[config.mk]
export PLATFORM = sky130hd
export DESIGN_NAME = gmii_frame_tx
export DESIGN_NICKNAME = d
export VERILOG_FILES = /design/src/rtl/gmii_frame_tx.sv
export SDC_FILE = /design/constraint.sdc
export NUM_CORES = 1
export LEC_CHECK = 0
export BUFFER_PORTS_ARGS = -buffer_cell sky130_fd_sc_hd__buf_2
export CORE_MARGIN = 3
export CORE_UTILIZATION = 60
export CTS_CLUSTER_DIAMETER = 40
export DETAILED_ROUTE_END_ITERATION = 8
export PLACE_DENSITY = 0.87
export SLEW_MARGIN = 30
export SYNTH_ARGS = -nofsm -noshare
export SYNTH_HDL_FRONTEND = slang
export SYNTH_SLANG_ARGS = --single-unit
[constraint.sdc]
create_clock -name clk -period 6 [get_ports clk]
set_input_delay 1.5 -clock clk [delete_from_list [all_inputs] [get_ports clk]]
set_output_delay 1.5 -clock clk [all_outputs]
set_load 0.01 [all_outputs]
[src/rtl/gmii_frame_tx.sv]
// gmii_frame_tx: frames a valid/ready byte stream as preamble, SFD, payload, pad and 16-bit additive checksum
module gmii_frame_tx #(
  parameter int PREAMBLE_LEN = 7,
  parameter int MIN_PAYLOAD  = 46,
  parameter int IFG_LEN      = 12
) (
  input  logic       clk,
  input  logic       rst_n,
  input  logic [7:0] s_data,
  input  logic       s_valid,
  input  logic       s_last,
  output logic       s_ready,
  output logic [7:0] txd,
  output logic       tx_en,
  output logic       err_underrun
);
  localparam int CMAX = PREAMBLE_LEN > IFG_LEN ? PREAMBLE_LEN : IFG_LEN;
  localparam int CW = $clog2(CMAX + 1);
  localparam int PW = $clog2(MIN_PAYLOAD + 1);
  typedef enum logic [3:0] {IDLE, PREAMBLE, SFD, PAYLOAD, PAD, FCS_LO, FCS_HI, DRAIN, IFG} state_t;
  state_t state, state_n;
  logic [CW-1:0] cnt, cnt_n;
  logic [PW-1:0] pcnt, pcnt_n;
  logic [15:0] sum, sum_n;
  logic done, done_n;
  logic [7:0] txd_n;
  logic tx_en_n, err_n;
  logic pmin;
  assign s_ready = state == SFD || state == DRAIN || (state == PAYLOAD && !done);
  assign pmin = pcnt == PW'(MIN_PAYLOAD);
  // state and every output register, so txd/tx_en always line up with the state presenting them
  always_ff @(posedge clk or negedge rst_n) begin
    if (!rst_n) begin
      state <= IDLE;
      cnt <= '0;
      pcnt <= '0;
      sum <= '0;
      done <= 1'b0;
      txd <= 8'h00;
      tx_en <= 1'b0;
      err_underrun <= 1'b0;
    end else begin
      state <= state_n;
      cnt <= cnt_n;
      pcnt <= pcnt_n;
      sum <= sum_n;
      done <= done_n;
      txd <= txd_n;
      tx_en <= tx_en_n;
      err_underrun <= err_n;
    end
  end
  // next state and the byte to present next cycle; done marks PAYLOAD showing the s_last byte
  always_comb begin
    state_n = state;
    cnt_n = cnt;
    pcnt_n = pcnt;
    sum_n = sum;
    done_n = done;
    txd_n = 8'h00;
    tx_en_n = 1'b0;
    err_n = 1'b0;
    case (state)
      IDLE: if (s_valid) begin
        state_n = PREAMBLE;
        cnt_n = CW'(1);
        pcnt_n = '0;
        sum_n = '0;
        done_n = 1'b0;
        txd_n = 8'h55;
        tx_en_n = 1'b1;
      end
      PREAMBLE: begin
        tx_en_n = 1'b1;
        state_n = cnt == CW'(PREAMBLE_LEN) ? SFD : PREAMBLE;
        txd_n = cnt == CW'(PREAMBLE_LEN) ? 8'hD5 : 8'h55;
        cnt_n = cnt + CW'(1);
      end
      SFD, PAYLOAD: begin
        if (state == PAYLOAD && done) begin
          tx_en_n = 1'b1;
          state_n = pmin ? FCS_LO : PAD;
          txd_n = pmin ? sum[7:0] : 8'h00;
          pcnt_n = pmin ? pcnt : pcnt + PW'(1);
        end else if (s_valid) begin
          state_n = PAYLOAD;
          txd_n = s_data;
          tx_en_n = 1'b1;
          sum_n = sum + {8'h00, s_data};
          pcnt_n = pmin ? pcnt : pcnt + PW'(1);
          done_n = s_last;
        end else begin
          state_n = DRAIN;
          err_n = 1'b1;
        end
      end
      PAD: begin
        tx_en_n = 1'b1;
        state_n = pmin ? FCS_LO : PAD;
        txd_n = pmin ? sum[7:0] : 8'h00;
        pcnt_n = pmin ? pcnt : pcnt + PW'(1);
      end
      FCS_LO: begin
        state_n = FCS_HI;
        txd_n = sum[15:8];
        tx_en_n = 1'b1;
      end
      FCS_HI: begin
        state_n = IFG;
        cnt_n = CW'(1);
      end
      DRAIN: if (s_valid && s_last) begin
        state_n = IFG;
        cnt_n = CW'(1);
      end
      IFG: begin
        state_n = cnt == CW'(IFG_LEN) ? IDLE : IFG;
        cnt_n = cnt + CW'(1);
      end
      default: state_n = IDLE;
    endcase
  end
endmodule

==> impl_metrics.py <==
metrics = {
    "die": {
        "dieArea_um2": 5090,
        "dieHeight_um": 71.4,
        "ioPinCount": 23,
        "core_region_area_um2": 4060,
        "start_util_pct": 63.2,
        "die_w_um": 71.4,
        "row_count": 23,
    },
    "power": {
        "clkPwrFrac_pct": 18.1,
        "switching_share_pct": 43.2,
        "powerDensity_nw_per_um2": 458,
        "power_uw": 1280,
        "irDropWorstVdd_v": 0.000223,
        "p_comb_share_pct": 45.0,
        "p_int_uw": 729,
        "p_sw_uw": 555,
        "seqPwrFrac_pct": 36.9,
        "power.leakage_uw": 0.00127,
    },
    "global_routing": {
        "track_usage_pct": 24.7,
        "globalRoute.totalOverflow": 0,
        "grt_use_met3_pct": 4.91,
        "grt_pass1_vias": 2134,
        "grt_use_met2_pct": 37.0,
        "grt_antenna_before_repair": 0,
        "grt_max_degree": 42,
        "met1_usage_pct": 35.7,
        "top_usage_layer": "met2",
        "grt_pass1_wl_um": 10000,
    },
    "clock_network": {
        "hold_buffers": 0,
        "htreeDepth": 2,
        "cts.path.max_buffers": 2,
        "cts.sinks": 41,
        "clk_pin_slew_ns": 0.08,
        "clk_latency_ns": 0.30,
        "cts_tree": "yes",
        "cts_setup_buffers": 0,
        "ctsResizeCount": 0,
        "cts_root_buf": "clkbuf_8",
        "cts_buffers": 5,
    },
    "routing": {
        "via_per_inst": 6.48,
        "first_iter_violations": 329,
        "drc": 0,
        "drtAntennaViolNets": 0,
        "firstDrtPassIters": 5,
        "routed_wl_um": 5930,
        "route.vias.total": 2280,
        "avgRoutedWirePerCell_um": 16.8,
    },
    "yosys": {
        "synth.avg_cell_area_um2": 8.96,
        "ys_types": 53,
        "synth.yosys.seq_area_share_pct": 40.0,
        "netlist_instances": 286,
        "syn_area_um2": 2560,
        "synthFlopType": "dfrtp_1",
        "syn_nets": 311,
        "yosys_warnings": 0,
        "async_reset_ff_share_pct": 100,
        "synth_edf_count": 0,
        "ys_seq_elements": 41,
    },
    "timing": {
        "slew_headroom_pct": 45.4,
        "rsz0062_at_grt": "false",
        "finClkSkew_ns": 0.0107,
        "max_freq_mhz": 298,
        "tns_ns": 0,
        "setup_viol_count_final": 0,
        "hold_viol": 0,
        "drv_slew": 0,
        "period_share_pct": 56.0,
        "worst_pin_slew_ns": 0.810,
        "post-route-min-period_ns": 3.36,
    },
    "final_layout": {
        "layout_commonest_cell": "dfrtp_1",
        "mostFrequentLayoutCells": "dfrtp_1 (41), nand2_1 (35), o21ai_0 (31)",
        "areaGrowthSynthToFinish_pct": 9.32,
        "antennaDiodeCount": 0,
        "nets": 326,
        "drive_above_1_share_pct": 12.9,
        "layoutNonFillerInstCount": 352,
    },
    "status": {
        "status": "completed",
    },
    "placement": {
        "gp_congestion": 0.904,
        "place_inst": 344,
        "io_buffers": 22,
        "dpl.hpwl_um": 4210,
    },
    "setup_path": {
        "cp.arrival_ns": 1.86,
        "cp.required_ns": 4.50,
        "critPathKind": "reg -> out",
        "cp-start-kind": "flop",
        "crit_path_end_kind": "output port",
        "path_max_fanout": 23,
    },
    "flow_run": {
        "cap_violations": 0,
    },
    "hold_path": {
        "min_path_type": "reg -> reg",
    },
}
-- cell families (layout without fill, tap and decap cells) --
| group | count (synthesis) | after routing | share of synthesized area, % |
|---|---|---|---|
| compound gates | 97 | 97 | 26.5 |
| xor+xnor | 5 | 5 | 1.71 |
| fa+ha+maj | 13 | 13 | 6.64 |
| buf+inv | 30 | 46 | 4.73 |
| flops | 41 | 41 | 40.0 |
| mux | 3 | 3 | 1.17 |
| simple gates | 97 | 97 | 19.3 |
-- worst max-delay path: stages, from the launching register on --
cell and delay, ns:
dfrtp_1 0.82, nand2_1 0.26, nor2_1 0.22, nor4b_1 0.08, buf_2 0.17
-- per-stage QoR --
| step | instance area (µm²) | worst slack [ns] | hold WS [ns] | util (%) |
|---|---|---|---|---|
| CTS | 2800 | 2.67 | 0.528 | 69.0 |
| finish | 2800 | 2.64 | 0.531 | 69.1 |
| global placement | 2680 | 2.55 | 0.494 | 65.9 |
| detailed placement | 2680 | 2.47 | 0.511 | 66.1 |
| global route | 2800 | 2.52 | 0.559 | 69.1 |
| floorplan | 2560 | 2.80 | 0.471 | - |
-- cells in the mapped netlist (all sizes together) (4+ instances only) --
cell type  instances  area share [%]
nor2              15             2.2
o211ai             4             1.2
ha                12             5.9
a221o              4             1.6
a21o               4             1.2
nor2b              4            0.98
a21oi             16             3.1
dfrtp             41              40
inv               16             2.3
nor3               5            0.98
o21ai             31             6.1
or3                8             2.0
nand2             35             5.1
a22o               5             1.7
clkbuf            12             1.8
a32oi              4             1.4
nand3              6             1.2
-- layer usage --
| metal | vias to the layer above | wire [µm] |
|---|---|---|
| li1 | 1084 | - |
| met1 | 1082 | 2690 |
| met2 | 102 | 2720 |
| met3 | 12 | 426 |
| met4 | 0 | 99 |
| met5 | - | 0 |
-- flip-flops by register name, summed over array words and instances (netlist names) --
| signal | count |
|---|---|
| err_underrun | 1 |
| tx_en | 1 |
| done | 1 |
| pcnt | 6 |
| sum | 16 |
| state | 4 |
| txd | 8 |
| cnt | 4 |
-- cell type report --
class	instances	area (µm²)
clock inverters	2	37.5
multi-input cells	215	1420
well taps	50	62.6
clock buffers	6	82.6
repair buffers	22	113
fillers	323	1250
flip-flops and latches	41	1030
inverters	16	60.1
-- worst paths after layout --
kind	startpoint	endpoint	slack, ns	depth (start not counted)
setup / recovery	state[0]	s_ready	2.64	4
hold / removal	sum[4]	sum[4]	0.53	1
hold reg to reg	sum[4]	sum[4]	0.53	1
max in group asynchronous	rst_n	sum[15]	4.47	1
min in group asynchronous	rst_n	state[3]	1.17	1
setup reg to reg	state[2]	sum[15]	3.57	5
-- power groups by stage --
| stage | Clock, µW | Combinational [µW] | Sequential (µW) |
|---|---|---|---|
| 2_1_floorplan | 0 | 486 | 421 |
| 3_3_place_gp | 0 | 548 | 469 |
| 3_5_place_dp | 0 | 564 | 474 |
| 4_1_cts | 237 | 571 | 469 |
| 5_1_grt | 249 | 641 | 488 |
| 6_report | 232 | 578 | 474 |
Power figures use the tool's default switching activity.
